==> src/rtl/mvp_matrix_fifo.sv <==
// rtl/mvp_matrix_fifo.sv - MVP matrix queue: 16-element row-major assembly, DEPTH-deep matrix FIFO
// Optional sticky underflow/overflow outputs when MVP_MATRIX_FIFO_ERR_FLAGS_EN is defined.
module mvp_matrix_fifo #(
    parameter int DATAWIDTH = 24,
    parameter int DEPTH     = 4,
    parameter int CNTWIDTH  = $clog2(DEPTH) + 1
) (
    input  logic                                  clk,
    input  logic                                  rstn,
    input  logic                                  i_clear,
    input  logic                                  i_elem_valid,
    input  logic signed [DATAWIDTH-1:0]           i_elem,
    output logic                                  o_elem_ready,
    input  logic                                  i_read_en,
    output logic signed [3:0][3:0][DATAWIDTH-1:0] o_mvp_matrix,
    output logic                                  o_mvp_dv,
    output logic                                  o_empty,
    output logic                                  o_full,
    output logic [CNTWIDTH-1:0]                   o_count
`ifdef MVP_MATRIX_FIFO_ERR_FLAGS_EN
    ,
    output logic                                  o_underflow,
    output logic                                  o_overflow
`endif
);

    localparam int PTRW = $clog2(DEPTH);

    logic [PTRW-1:0]      wr_ptr;
    logic [PTRW-1:0]      rd_ptr;
    logic [3:0]           elem_idx;
    logic [CNTWIDTH-1:0]  count;
    logic [DATAWIDTH-1:0] mem [DEPTH][16];
    logic [3:0][3:0][DATAWIDTH-1:0] rd_matrix;

    logic accept;
    logic commit;
    logic pop;

    assign o_count      = count;
    assign o_empty      = (count == '0);
    assign o_full       = (count == CNTWIDTH'(DEPTH));
    assign o_elem_ready = rstn && !o_full;

    assign accept = i_elem_valid && o_elem_ready;
    assign commit = accept && (elem_idx == 4'd15);
    assign pop    = i_read_en && !o_empty;

    always_comb begin
        rd_matrix = '0;
        for (int r = 0; r < 4; r++) begin
            for (int c = 0; c < 4; c++) begin
                rd_matrix[r][c] = mem[rd_ptr][4'(r * 4 + c)];
            end
        end
    end

    // Partial matrices land straight in the uncommitted slot; count gates visibility.
    always_ff @(posedge clk) begin
        if (rstn && !i_clear && accept) begin
            mem[wr_ptr][elem_idx] <= i_elem;
        end
    end

    always_ff @(posedge clk) begin
        if (!rstn) begin
            wr_ptr       <= '0;
            rd_ptr       <= '0;
            elem_idx     <= '0;
            count        <= '0;
            o_mvp_dv     <= 1'b0;
            o_mvp_matrix <= '0;
        end else if (i_clear) begin
            wr_ptr   <= '0;
            rd_ptr   <= '0;
            elem_idx <= '0;
            count    <= '0;
            o_mvp_dv <= 1'b0;
        end else begin
            if (accept) begin
                elem_idx <= elem_idx + 4'd1;
            end
            if (commit) begin
                wr_ptr <= wr_ptr + 1'b1;
            end
            o_mvp_dv <= pop;
            if (pop) begin
                rd_ptr       <= rd_ptr + 1'b1;
                o_mvp_matrix <= rd_matrix;
            end
            case ({commit, pop})
                2'b10:   count <= count + 1'b1;
                2'b01:   count <= count - 1'b1;
                default: count <= count;
            endcase
        end
    end

`ifdef MVP_MATRIX_FIFO_ERR_FLAGS_EN
    always_ff @(posedge clk) begin
        if (!rstn || i_clear) begin
            o_underflow <= 1'b0;
            o_overflow  <= 1'b0;
        end else begin
            if (i_read_en && o_empty) begin
                o_underflow <= 1'b1;
            end
            if (i_elem_valid && !o_elem_ready) begin
                o_overflow <= 1'b1;
            end
        end
    end
`endif

endmodule
==> config.mk <==
export PLATFORM = sky130hd
export DESIGN_NAME = mvp_matrix_fifo
export DESIGN_NICKNAME = d
export VERILOG_FILES = /design/src/rtl/mvp_matrix_fifo.sv
export SDC_FILE = /design/constraint.sdc
export NUM_CORES = 1
export LEC_CHECK = 0
export ABC_AREA = 1
export CORE_MARGIN = 2
export CORE_UTILIZATION = 58
export CTS_BUF_LIST = sky130_fd_sc_hd__clkbuf_8
export CTS_CLUSTER_DIAMETER = 50
export DETAILED_ROUTE_END_ITERATION = 8
export GPL_ROUTABILITY_DRIVEN = 0
export PLACE_DENSITY = 0.85
export SYNTH_ARGS = -nofsm -noshare
export SYNTH_HDL_FRONTEND = slang
export SYNTH_SLANG_ARGS = --single-unit
==> constraint.sdc <==
create_clock -name clk -period 2.9 [get_ports clk]
set_input_delay 0.29 -clock clk [delete_from_list [all_inputs] [get_ports clk]]
set_output_delay 0.29 -clock clk [all_outputs]
set_load 0.02 [all_outputs]
==> impl_metrics.json <==
{
  "fin_crit_ps": 2478,
  "synthTopCellsByArea": "edfxtp_1 60%, nor2_1 12%, dfxtp_1 11%, o21ai_1 4.5%, buf_4 4.2%",
  "io_buffers": 227,
  "avgViaCountPerCell": 5.554,
  "crit_type": "reg2reg",
  "cts.htree.levels": 4,
  "ys_warn_count": 0,
  "yosys-top-cells-count": "1196 x nor2_1, 768 x edfxtp_1, 349 x o21ai_1",
  "hold_path_class": "in2reg",
  "synth_seq_cells": 972,
  "synth_top_area_share_pct": 60.02,
  "setup_slack_ps": 422.3,
  "synth_edf_count": 768,
  "grt_pass1_vias": 24680,
  "die_w_um": 261.4,
  "drv_cap": 0,
  "power_leakage_uw": 0.01633,
  "worst-slew-pin-transition_ps": 901.7,
  "cp_max_fo": 5,
  "cts.path.max_buffers": 3,
  "arrival_ps": 3160,
  "syn_inst": 3407,
  "r2r_end": "o_count[2]",
  "die_y_um": 261.4,
  "synth_area_per_cell_um2": 11.28,
  "wirelength_um": 93280,
  "cts_sinks": 972,
  "synth_top_flop_cell": "edfxtp_1",
  "power.density_nw_per_um2": 591.1,
  "nets": 3710,
  "finalSetupViolCount": 0,
  "wl_per_cell_um": 20.08,
  "placed_area_um2": 40830,
  "clockRootBuffer": "clkbuf_8",
  "path_buf_inv": 2,
  "fin_area_um2": 43430,
  "relSlewSlack_pct": 39.89,
  "drt_iter0_drc": 3285,
  "clk_latency_ps": 800,
  "yosysTopAreaCell": "edfxtp_1",
  "syn2layout_area_growth_pct": 13.03,
  "run_status": "completed",
  "dp_hpwl_um": 52780,
  "grt_overflow": 0,
  "grt_first_pass_wirelength_um": 138600,
  "cp_slowest_cell": "dfxtp_1",
  "skew_ps": 31.11,
  "track_usage_pct": 27.06,
  "cts.repair.resized": 0,
  "yosysMostFrequentCell": "nor2_1",
  "cpPeakStageDelay_ps": 430,
  "worstSetupEndpointType": "flop",
  "vdd_ir_drop_max_uv": 403.5,
  "start_util_pct": 58.55,
  "startpoint": "elem_idx[1]",
  "final_hold_viol_count": 0,
  "post_cts_buffers": 0,
  "rrSetupSlack_ps": 420,
  "clk_pin_slew_ps": 70,
  "antenna_found_initial": 2,
  "synth.cell_area_um2": 38430,
  "grt_max_degree": 194,
  "yosys.cell_types.count": 23,
  "drt_pass1_iterations": 6,
  "critPathTopFamily": "adder cells",
  "async_flop_share_pct": 0,
  "numCtsBuffers": 139,
  "maxSlewViolCount": 0,
  "io_pins": 420,
  "r2r_start": "elem_idx[1]",
  "core-area_um2": 65630,
  "path_cells": "ha_1 -> nand2_1 -> nor2_1 -> nand4_1 -> ha_1 -> inv_1 -> fa_1 -> inv_1 -> nand2_1 -> nand3_1 -> o21ai_0 -> a21oi_1",
  "required_ps": 3590,
  "rows": 94,
  "fmax_ghz": 0.4036,
  "drc_errors": 0,
  "cp-endpoint": "o_count[2]",
  "synth_seq_area_share_pct": 70.65,
  "start_kind": "flop",
  "rsz0062_at_grt": "no",
  "timing.final.crit_share_pct": 85.44,
  "die_area_um2": 68320,
  "totalNegativeSetupSlack_ps": 0,
  "place_ws_ps": 399.1,
  "layout-drive-gt1-share_pct": 8.547,
  "cts_tree": "yes",
  "ant_nets": 0,
  "rr_worst_depth": 12,
  "vias": 25800,
  "cp.depth": 12
}
per-stage QoR:
stage / hold slack, ps / utilization [%] / instances / power (uW)
global placement: 479.5 / 62.22 / 4393 / 15910
global route: 195.4 / 66.18 / 4644 / 26330
detailed placement: 492.2 / 62.22 / 4393 / 15920
finish: 173.0 / 66.18 / 4645 / 25670
CTS: 124.4 / 66.17 / 4643 / 25710
floorplan: 388.9 / - / 3598 / 15810
power breakdown:
| part | leakage, uW | total (uW) | internal, uW | switching, uW |
|---|---|---|---|---|
| Clock | 0.00148 | 10000 | 5040 | 4990 |
| Sequential | 0.00855 | 15000 | 15000 | 3.90 |
| Combinational | 0.00630 | 614 | 77.3 | 537 |
| Total | 0.0163 | 25700 | 20100 | 5530 |
timing repair:
| item | in CTS | in global routing |
|---|---|---|
| hold buffers | 1 | 0 |
| endpoints found under the hold margin | 6 | 0 |
| setup endpoints to repair | 0 | 0 |
worst min path at each step:
stage / start / endpoint / cells after the start
finish: i_read_en / o_mvp_dv / 3
global route: i_read_en / o_mvp_dv / 3
CTS: i_read_en / o_mvp_dv / 3
detailed placement: o_mvp_matrix[75] / o_mvp_matrix[75] / 2
global placement: o_mvp_matrix[95] / o_mvp_matrix[95] / 2
floorplan: i_elem[0] / mem[0][192] / 0
layer usage:
| metal | share of wire [%] | global-route usage [%] | up-vias |
|---|---|---|---|
| met1 | 36 | 33.75 | 12310 |
| met5 | 0 | 0 | - |
| met3 | 11 | 6.107 | 240 |
| met4 | 4.4 | 13.38 | 0 |
| li1 | - | - | 11690 |
| met2 | 49 | 44.87 | 1563 |
tightest hold or removal path, cell delays in order:
cell and delay (ps):
clkdlybuf4s50_1 450, nand2_4 130, nor2_1 50
registers in the layout (all words and copies together), names as in the netlist:
name	cells
mem	768
o_mvp_matrix	192
elem_idx	4
o_count	3
rd_ptr	2
wr_ptr	2
o_mvp_dv	1
cells by family (layout without fill, tap and decap cells):
group           after synthesis  in the layout  share of synthesized area, %
compound gates              590            590                         7.685
xor+xnor                      1              1                       0.02280
fa+ha+maj                    10             10                        0.3452
buf+inv                     411            592                         7.151
flops                       972            972                         70.65
other cells                   1            194                      0.009759
simple gates               1422           1422                         14.14
cell type report:
cell class,instances,area (um^2)
sequential,972,27150
fill,4331,22190
multi-input combinational,2215,9329
timing repair buffer,315,3158
clock buffer,157,2161
tap,864,1081
clock inverter,92,424.2
inverter,28,122.6
antenna,2,5.005
cells in the final DEF (no fill, tap or decap), types with 32 or more instances in the layout:
cell type,n
clkdlybuf4s50_1,226
edfxtp_1,768
inv_1,67
nand2_1,209
buf_4,70
nor2_2,32
o21ai_0,233
dfxtp_1,202
o21ai_1,349
conb_1,192
clkbuf_8,157
nor2_1,1164
(Power assumes the default switching activity.)
